[src/rtl/game_state_ctrl.sv]
// Round controller for flappy-bird: debounces the flap button, sequences
// IDLE/PLAY/DYING/OVER and keeps round score plus session high score.
module game_state_ctrl #(
  parameter int DEBOUNCE_TICKS = 4,
  parameter int DEATH_TICKS    = 60,
  parameter int SCORE_MAX      = 999
) (
  input  logic       gameClk,
  input  logic       reset_n,
  input  logic       btn_raw,
  input  logic       hitColumn,
  input  logic       passColumn,
  output logic       flap,
  output logic       finished,
  output logic       round_rst,
  output logic       playing,
  output logic [9:0] score,
  output logic [9:0] high_score,
  output logic       new_high
);

  typedef enum logic [1:0] {
    S_IDLE  = 2'd0,
    S_PLAY  = 2'd1,
    S_DYING = 2'd2,
    S_OVER  = 2'd3
  } state_t;

  localparam logic [3:0] DB_CNT     = 4'(DEBOUNCE_TICKS);
  localparam logic [7:0] DEATH_LOAD = 8'(DEATH_TICKS - 1);
  localparam logic [9:0] SMAX       = 10'(SCORE_MAX);

  logic       sync1_q, sync2_q;
  logic [3:0] cnt_q, cnt_d;
  logic       level_q, level_d;
  logic       press_q, press_d;

  state_t     state_q, state_d;
  logic [7:0] death_q, death_d;
  logic [9:0] score_q, score_d;
  logic [9:0] high_q, high_d;
  logic       new_high_q, new_high_d;
  logic       flap_q, flap_d;
  logic       round_rst_q, round_rst_d;
  logic       playing_q, playing_d;
  logic       finished_q, finished_d;

  // Debounce: accept a new level only after DB_CNT consecutive differing samples
  always_comb begin
    cnt_d   = 4'd0;
    level_d = level_q;
    if (sync2_q == level_q) begin
      cnt_d   = 4'd0;
      level_d = level_q;
    end else if (cnt_q + 4'd1 == DB_CNT) begin
      cnt_d   = 4'd0;
      level_d = ~level_q;
    end else begin
      cnt_d   = cnt_q + 4'd1;
      level_d = level_q;
    end
    press_d = level_d & ~level_q;
  end

  // Button synchroniser, debounce state and press pulse register
  always_ff @(posedge gameClk or negedge reset_n) begin
    if (!reset_n) begin
      sync1_q <= 1'b0;
      sync2_q <= 1'b0;
      cnt_q   <= 4'd0;
      level_q <= 1'b0;
      press_q <= 1'b0;
    end else begin
      sync1_q <= btn_raw;
      sync2_q <= sync1_q;
      cnt_q   <= cnt_d;
      level_q <= level_d;
      press_q <= press_d;
    end
  end

  // Round sequencing; status flags are derived from the next state so they stay registered
  always_comb begin
    state_d     = state_q;
    death_d     = death_q;
    score_d     = score_q;
    high_d      = high_q;
    new_high_d  = new_high_q;
    flap_d      = 1'b0;
    round_rst_d = 1'b0;
    case (state_q)
      S_IDLE: begin
        if (press_q) begin
          state_d = S_PLAY;
          flap_d  = 1'b1;
        end else begin
          state_d = S_IDLE;
        end
      end
      S_PLAY: begin
        flap_d = press_q;
        if (hitColumn) begin
          state_d = S_DYING;
          death_d = DEATH_LOAD;
        end else if (passColumn && (score_q < SMAX)) begin
          score_d = score_q + 10'd1;
        end else begin
          score_d = score_q;
        end
      end
      S_DYING: begin
        if (death_q == 8'd0) begin
          state_d = S_OVER;
          if (score_q > high_q) begin
            high_d     = score_q;
            new_high_d = 1'b1;
          end else begin
            high_d = high_q;
          end
        end else begin
          death_d = death_q - 8'd1;
        end
      end
      S_OVER: begin
        if (press_q) begin
          state_d     = S_IDLE;
          round_rst_d = 1'b1;
          score_d     = 10'd0;
          new_high_d  = 1'b0;
        end else begin
          state_d = S_OVER;
        end
      end
      default: begin
        state_d = S_IDLE;
      end
    endcase
    playing_d  = (state_d == S_PLAY);
    finished_d = (state_d == S_DYING) || (state_d == S_OVER);
  end

  // FSM state and registered outputs
  always_ff @(posedge gameClk or negedge reset_n) begin
    if (!reset_n) begin
      state_q     <= S_IDLE;
      death_q     <= 8'd0;
      score_q     <= 10'd0;
      high_q      <= 10'd0;
      new_high_q  <= 1'b0;
      flap_q      <= 1'b0;
      round_rst_q <= 1'b0;
      playing_q   <= 1'b0;
      finished_q  <= 1'b0;
    end else begin
      state_q     <= state_d;
      death_q     <= death_d;
      score_q     <= score_d;
      high_q      <= high_d;
      new_high_q  <= new_high_d;
      flap_q      <= flap_d;
      round_rst_q <= round_rst_d;
      playing_q   <= playing_d;
      finished_q  <= finished_d;
    end
  end

  assign flap       = flap_q;
  assign finished   = finished_q;
  assign round_rst  = round_rst_q;
  assign playing    = playing_q;
  assign score      = score_q;
  assign high_score = high_q;
  assign new_high   = new_high_q;

endmodule

[config.mk]
export PLATFORM = sky130hd
export DESIGN_NAME = game_state_ctrl
export DESIGN_NICKNAME = d
export VERILOG_FILES = /design/src/rtl/game_state_ctrl.sv
export SDC_FILE = /design/constraint.sdc
export NUM_CORES = 1
export LEC_CHECK = 0
export CAP_MARGIN = 20
export CORE_ASPECT_RATIO = 0.5
export CORE_MARGIN = 2
export CORE_UTILIZATION = 49
export DETAILED_ROUTE_END_ITERATION = 10
export GPL_ROUTABILITY_DRIVEN = 0
export HOLD_SLACK_MARGIN = 0.05
export PLACE_DENSITY = 0.8
export SLEW_MARGIN = 5
export SYNTH_ARGS = -nofsm -noshare
export SYNTH_HDL_FRONTEND = slang
export SYNTH_SLANG_ARGS = --single-unit
[constraint.sdc]
create_clock -name gameClk -period 2.3 [get_ports gameClk]
set_clock_uncertainty 0.2 [all_clocks]
set_input_delay 0.23 -clock gameClk [delete_from_list [all_inputs] [get_ports gameClk]]
set_output_delay 0.23 -clock gameClk [all_outputs]
set_load 0.05 [all_outputs]
==> results of run 1 <==
[power by group through the flow]
stage,Combinational [mW],Sequential [mW],Clock [mW]
after detailed placement,0.915,1.08,0
after CTS,0.923,1.07,0.544
final,1.01,1.07,0.530
after floorplan,0.451,1.21,0
after global routing,1.11,1.10,0.570
after global placement,0.880,1.07,0
[path summary, 6_finish.rpt]
check / slack [ns] / from / cells past startpoint / end
worst min-delay path: 0.16 / sync1_q / 0 / sync2_q
min in group asynchronous: 0.34 / reset_n / 3 / cnt_q[2]
worst max-delay path: -0.03 / death_q[3] / 5 / high_score[6]
worst min register to register: 0.16 / sync1_q / 0 / sync2_q
max in group asynchronous: 1.16 / reset_n / 3 / high_score[7]
worst max register to register: -0.03 / death_q[3] / 5 / high_score[6]
[layer usage]
metal,up-vias,routed length [µm],track usage [%]
li1,827,-,-
met1,844,2250,25.2
met2,52,2520,36.0
met3,16,254,5.99
met4,0,119,8.80
met5,-,0,0
[registers in the layout, summed over array words and instances, names as in the netlist]
register	flops
playing	1
death_q	8
press_q	1
level_q	1
round_rst	1
new_high	1
cnt_q	4
score	10
sync2_q	1
finished	1
high_score	10
flap	1
state_q	2
sync1_q	1
[worst max-delay path: cells and delay by family, from the launching register on]
family	cells	cell delay, ns
AOI/OAI and AO/OA	2	0.58
DFF	1	0.40
buffers and inverters	1	0.14
and+or+nand+nor	1	0.56
muxes	1	0.33
[logic make-up after synthesis]
logic type | count (synthesis)
adders and majority gates | 13
DFF | 43
buffers and inverters | 17
AOI/OAI and AO/OA | 29
muxes | 12
and+or+nand+nor | 79
xor gates and xnor gates | 11
[final cells by class]
class | instances | area [µm²] | share of cell area (%)
Sequential cell | 43 | 1100 | 39.0
Inverter | 13 | 48.8 | 1.73
Clock buffer | 8 | 100 | 3.55
Timing Repair Buffer | 52 | 460 | 16.3
Multi-Input combinational cell | 145 | 1040 | 37.0
Tap cell | 54 | 67.6 | 2.40
[timing repair]
action	CTS	global route
setup buffers	0	4
gates resized for setup	0	9
hold endpoints to repair	43	0
endpoints found under the setup margin	0	10
hold buffers	1	0
[cells in the final DEF, fill, tap and decap left out, types with 2 or more instances in the layout]
cell type / Yosys / routed
mux2_4: 0 / 5
mux2_2: 11 / 6
nor2b_1: 3 / 3
nor2_1: 21 / 20
nor3b_1: 4 / 4
nor4_1: 4 / 4
dfrtp_1: 43 / 24
o211ai_1: 2 / 2
nand4_1: 2 / 2
clkdlybuf4s50_1: 0 / 28
nor3_1: 9 / 9
inv_1: 13 / 13
clkbuf_8: 0 / 7
a211oi_1: 3 / 3
buf_4: 0 / 22
nand3_1: 7 / 7
a21o_1: 3 / 3
nand2b_1: 3 / 3
ha_1: 13 / 13
xnor2_1: 9 / 9
xor2_1: 2 / 2
a21oi_1: 8 / 8
dfrtp_2: 0 / 19
nand2_1: 15 / 15
o21ai_0: 6 / 6
a31oi_1: 2 / 2
[metrics by stage]
step	hold slack [ns]	setup TNS, ns
floorplan	-0.266	0
global placement	0.128	0
detailed placement	0.139	0
CTS	0.160	0
global route	0.162	-0.475
finish	0.157	-0.0755
==> summary.txt, run 1 <==
Floorplanning
  • Core area: 0.00404 mm²
  • Die height: a little over 50 µm
  • IO Pins: 30
  • Rows: 16
  • Die area: 0.00493 mm²
  • Initial Utilization: 52.7%
  • Chip Width: 97.3 µm

Timing
  • Final setup fails: 5
  • Crit path time final: approximately 2.3 ns
  • Slew Limit Headroom: 64.2%
  • RSZ-0062 raised after global routing: yes
  • Setup ws final: -0.0271 ns
  • Slew Viols, Final: 0
  • Final-report hold violation count: 0
  • Slew @ Worst Pin: 0.538 ns
  • Fmax: 0.430 GHz
  • Tcrit/Tclk final: 101%

Clock network
  • Clk_lat worst skew: 0.30 ns
  • Root Driver: clkbuf_8
  • Clk sinks: 43
  • H-tree depth: 2
  • CTS tree: done
  • Clock buffer depth: 2
  • Worst-path clk slew: around 0.08 ns
  • Num CTS Buffers: 5

Setup path
  • Required @ worst endpoint: 2.28 ns
  • Crit-path cells: or4_4, a311oi_4, o311a_1, buf_4, mux2_2
  • WS Path Type: register to register
  • Slowest-stage cell, CP: or4_4
  • Worst Path Max Fanout: 3
  • CP peak stage delay: 0.56 ns
  • Crit. End Element: register
  • Data arrival, critical path: between 2 and 2.5 ns
  • Critical path launch point type: register

Pwr
  • Cell Pwr Density: 926 mW/mm²
  • Final Power: 2.61 mW
  • Sw Pwr: 994 µW
  • Reg power frac: between 40% and 50%
  • Int Power: 1.62 mW
  • Leak: 1.21 nW
  • Clk pwr share: around a fifth
  • Peak supply drop: 0.578 mV
  • Sw Ratio: 38.1%
  • Gate power share: roughly two fifths

Detailed routing
  • Initial DRC count: 153
  • DRC viols: 0
  • Routed WL: 5140 µm
  • Post-route antenna net violation count: 0
  • Routed vias/inst: 5.52
  • Routed length per instance: 16.3 µm
  • Drt pass-1 iters: 4
  • Via Count: 1739

Synth
  • EDFF count, synth: 0
  • Mapped Area: 0.00213 mm²
  • Post-synth top area share: 50.5%
  • Largest family of logic cells by synthesized area: simple AND/OR/NAND/NOR gates
  • Mapped Nets: 222
  • Most instantiated cells after synthesis: dfrtp_1, nor2_1, nand2_1
  • Synth Area in Compound Gates: 8.69%
  • Simple-gate share of the synthesized area: between 10% and 20%
  • Most frequent cell after synthesis: dfrtp_1
  • Synth Warn #: 0
  • Largest cells by area after synthesis: dfrtp_1, ha_1, mux2_2
  • Distinct cell type count after synthesis: 40
  • Part of the Yosys area used for sequential elements: between 50% and 60%
  • Post-synthesis mux area share: 6.28%
  • Synthesized flop and latch total: 43
  • Mean Syn Cell Area: 10.5 µm²
  • Post-Synth XOR/XNOR Area: ~4.5%
  • Most used DFF post-synth: dfrtp_1
  • Post-Syn Instances: ~200
  • Yosys top cell by area: dfrtp_1
  • Async SR Flop Fraction: between 90% and 100%
  • Synth Area in Adders: 7.63%

Cells and area
  • Diode count: 0
  • Post-route insts no fill: ~320
  • Final core occ: 69.7%
  • Area growth, synth to finish: 32.3%
  • # fillers: around 310
  • Fin area: approximately 0.0028 mm²
  • Final nets: 278
  • Proportion of layout cells with a drive suffix above 1: 26.1%

Global route
  • GR Overflow Total: 0
  • Largest net degree at the start of global routing: 44
  • Initial antenna violation count: 0
  • Vias in the first global route: about 1700
  • Gr usage total: 20.9%
  • First-pass GRT wire length: 7880 µm

Placement
  • Post-DP HPWL: ~3400 µm
  • Placed Instances: 301
  • Placement Setup Slack: 0.0348 ns
  • Placement Cell Area: 0.00262 mm²
  • I/O Buffers: 29

Run status
  • Failing checks: setup timing
  • Status: finished, violations left

Job
  • Max Cap Viol: 0

Hold path
  • Hold Path Class: register to register
No activity file was read; power rests on OpenSTA's default activity.
==> inputs of run 2 (changes only) <==
--- a/config.mk
+++ b/config.mk
@@ -5,14 +5,16 @@
 export SDC_FILE = /design/constraint.sdc
 export NUM_CORES = 1
 export LEC_CHECK = 0
+export ABC_AREA = 1
 export CAP_MARGIN = 20
-export CORE_ASPECT_RATIO = 0.5
+export CORE_ASPECT_RATIO = 0.8
 export CORE_MARGIN = 2
-export CORE_UTILIZATION = 49
+export CORE_UTILIZATION = 50
 export DETAILED_ROUTE_END_ITERATION = 10
 export GPL_ROUTABILITY_DRIVEN = 0
 export HOLD_SLACK_MARGIN = 0.05
 export PLACE_DENSITY = 0.8
+export SKIP_LAST_GASP = 1
 export SLEW_MARGIN = 5
 export SYNTH_ARGS = -nofsm -noshare
 export SYNTH_HDL_FRONTEND = slang
==> run 2 against run 1 <==
The flow now finishes without violations; synthesized cell count is 45% higher; power up 67%; sequential share of layout area fell by 2.7 points; critical endpoint is now score[6]; largest power group is now combinational cells.
==> summary.txt, run 2 <==
Setup path
  • Required @ worst endpoint: 1.87 ns (was 2.28 ns)
  • Data arrival, critical path: 1.71 ns (was 2.31 ns)
  • Critical path launch point type: register (unchanged)
  • Crit. End Element: primary output (was register)
  • Worst Path Max Fanout: 7 (was 3)
  • WS Path Type: register to primary output (was register to register)

Hold path
  • Hold Path Class: register to register (unchanged)

Timing
  • Fmax: 0.467 GHz (was 0.430 GHz)
  • Tcrit/Tclk final: 93.0% (was 101%)
  • Final-report hold violation count: 0 (unchanged)
  • Final setup fails: 0 (was 5)
  • Slew Viols, Final: 0 (unchanged)
  • Setup TNS: 0 ns (was -0.0755 ns)
  • Crit path time final: 2.14 ns (was 2.33 ns)
  • RSZ-0062 raised after global routing: no (was yes)
  • Slew Limit Headroom: 65.4% (was 64.2%)
  • Slew @ Worst Pin: 0.518 ns (was 0.538 ns)

Floorplanning
  • Die height: 65.9 µm (was 50.6 µm)
  • Initial Utilization: 52.1% (was 52.7%)
  • Chip Width: 81.4 µm (was 97.3 µm)
  • Die area: 0.00536 mm² (was 0.00493 mm²)
  • IO Pins: 30 (unchanged)
  • Rows: 22 (was 16)
  • Core area: 0.00460 mm² (was 0.00404 mm²)

Clock network
  • Clock buffer depth: 2 (unchanged)
  • Root Driver: clkbuf_8 (unchanged)
  • Num CTS Buffers: 5 (unchanged)
  • Clk sinks: 43 (unchanged)
  • CTS tree: done (unchanged)
  • H-tree depth: 2 (unchanged)
  • Clk_lat worst skew: 0.31 ns (was 0.30 ns)
  • Worst-path clk slew: 0.09 ns (was 0.08 ns)
  • Post-CTS Setup Repair Bufs: 0 (unchanged)

Synth
  • Synth Warn #: 0 (unchanged)
  • Post-synth top area share: 44.9% (was 50.5%)
  • Mapped Area: 0.00239 mm² (was 0.00213 mm²)
  • Post-Syn Instances: 296 (was 204)
  • Async SR Flop Fraction: 100% (unchanged)
  • Mean Syn Cell Area: 8.09 µm² (was 10.5 µm²)
  • Part of the Yosys area used for sequential elements: 44.9% (was 50.5%)
  • Mapped Nets: 314 (was 222)
  • EDFF count, synth: 0 (unchanged)
  • Largest cells by area after synthesis: dfrtp_1, nand2_1, ha_1 (was dfrtp_1, ha_1, mux2_2)
  • Synthesized flop and latch total: 43 (unchanged)
  • Yosys top cell by area: dfrtp_1 (unchanged)
  • Most frequent cell after synthesis: nand2_1 (was dfrtp_1)
  • Most used DFF post-synth: dfrtp_1 (unchanged)
  • Most instantiated cells after synthesis: nand2_1, dfrtp_1, inv_1 (was dfrtp_1, nor2_1, nand2_1)
  • Distinct cell type count after synthesis: 31 (was 40)

Cells and area
  • Most common cell after layout, fill and taps aside: nand2_1 (was clkdlybuf4s50_1)
  • # fillers: 370 (was 308)
  • Fin area: 0.00297 mm² (was 0.00282 mm²)
  • Storage cell area: 0.00108 mm² (was 0.00110 mm²)
  • Final nets: 357 (was 278)
  • Area growth, synth to finish: 23.9% (was 32.3%)
  • Commonest cells after routing, fill and taps aside: nand2_1, dfrtp_1, inv_1, nor2_1, clkdlybuf4s50_1 (was clkdlybuf4s50_1, dfrtp_1, buf_4, nor2_1, dfrtp_2)
  • Diode count: 0 (unchanged)
  • Proportion of layout cells with a drive suffix above 1: 12.1% (was 26.1%)
  • Multi-input logic area: 0.00116 mm² (was 0.00104 mm²)
  • Final core occ: 64.5% (was 69.7%)

Global route
  • Initial antenna violation count: 0 (unchanged)
  • Gr usage total: 21.7% (was 20.9%)
  • Vias in the first global route: 1885 (was 1653)
  • First-pass GRT wire length: 8740 µm (was 7880 µm)
  • GR Overflow Total: 0 (unchanged)
  • Largest net degree at the start of global routing: 44 (unchanged)

Pwr
  • Cell Pwr Density: 1470 mW/mm² (was 926 mW/mm²)
  • Final Power: 4.36 mW (was 2.61 mW)
  • Leak: 1.49 nW (was 1.21 nW)
  • Peak supply drop: 0.923 mV (was 0.578 mV)

Detailed routing
  • Routed vias/inst: 5.01 (was 5.52)
  • Routed length per instance: 13.0 µm (was 16.3 µm)
  • Via Count: 2004 (was 1739)
  • Routed WL: 5220 µm (was 5140 µm)
  • DRC viols: 0 (unchanged)
  • Post-route antenna net violation count: 0 (unchanged)
  • Drt pass-1 iters: 4 (unchanged)
  • Initial DRC count: 161 (was 153)

Run status
  • Status: finished, final reports clean (was finished, violations left)

Placement
  • Placement Cell Area: 0.00281 mm² (was 0.00262 mm²)
  • Post-DP HPWL: 3830 µm (was 3440 µm)
  • I/O Buffers: 29 (unchanged)

Job
  • Max Cap Viol: 0 (unchanged)
==> run 2: cell count changes after synthesis, moves of 4 or more <==
cell	delta
a21oi_1	-4
inv_1	+22
o21ai_2	+4
mux2_2	-11
nor2_1	+13
xnor2_1	-7
nand3_1	+19
nand2_1	+72
xor2_1	+7
nor4_1	-4
nor3_1	-8
nor2_2	+5
==> run 2: area by class of cell <==
type	count	area share (%)
Sequential cell	43	36.3
Tap cell	60	2.53
Clock buffer	5	2.32
Clock inverter	3	2.28
Multi-Input combinational cell	212	39.0
Timing Repair Buffer	40	12.9
Inverter	37	4.68
==> run 2: routing by layer <==
| metal | routed length (µm) | global-route usage (%) | part of all wire (%) |
|---|---|---|---|
| met1 | 2580 | 32.0 | 49 |
| met2 | 2260 | 30.6 | 43 |
| met3 | 312 | 5.87 | 6.0 |
| met4 | 70 | 6.99 | 1.3 |
| met5 | 0 | 0 | 0 |
==> run 2: final timing paths <==
path                          start       endpoint  slack [ns]  depth (start not counted)
max                        score[6]       score[6]        0.16                          2
min                         sync1_q        sync2_q        0.16                          0
max reg2reg                score[9]  high_score[3]        0.25                          9
min reg2reg                 sync1_q        sync2_q        0.16                          0
max in group asynchronous   reset_n     death_q[0]        1.48                          3
min in group asynchronous   reset_n        level_q        0.22                          3
==> run 2: logic make-up (layout without fill, tap and decap cells) <==
kind of cell	count (synthesis)	after routing	share of synthesized area (%)
AO/OA/AOI/OAI	26	26	7.78
adder cells (fa/ha/maj)	13	13	6.79
AND/OR/NAND/NOR	162	162	29.2
flip-flops	43	43	44.9
XOR/XNOR	11	11	4.02
buffers and inverters	41	85	7.26
==> run 2: what timing repair did <==
| item | 4_1_cts | 5_1_grt |
|---|---|---|
| gates resized for setup | 0 | 3 |
| hold endpoints to repair | 43 | 0 |
| hold buffers | 1 | 0 |
| setup endpoints to repair | 0 | 11 |
==> run 2: power by group <==
group	internal (mW)	switching (mW)	total (mW)
logic	0.840	1.58	2.41
clock network	0.433	0.277	0.710
registers	1.00	0.232	1.24
==> run 2: per-stage QoR <==
step           setup slack (ns)  std cells  hold slack, ns
2_1_floorplan             0.268        296          -0.266
3_3_place_gp              0.147        391          0.0237
3_5_place_dp             0.0496        391          0.0252
4_1_cts                0.000338        400           0.156
5_1_grt                  0.0686        400           0.150
6_report                  0.160        400           0.155
==> run 2: critical path: stages (launching register included) <==
cell and delay (ns):
dfrtp_1 0.41, buf_4 0.18, clkdlybuf4s50_1 0.81
==> inputs of run 3 (changes only) <==
==> constraint.sdc (replaced) <==
create_clock -name gameClk -period 2.3 [get_ports gameClk]
set_clock_uncertainty 0.2 [all_clocks]
set_input_delay 0.23 -clock gameClk [delete_from_list [all_inputs] [get_ports gameClk]]
set_output_delay 0.23 -clock gameClk [all_outputs]
set_load 0.02 [all_outputs]
==> results of run 3 <==
Same layout as run 2 (identical final DEF). Status: finished, final reports clean.
Among the figures that moved: setup slack after layout 0.160 ns -> 0.245 ns; start point of the critical path score[6] -> score[9]; end point of the critical path score[6] -> high_score[3]; total power 4.36 mW -> 4.05 mW; worst IR drop on VDD 0.923 mV -> 0.828 mV
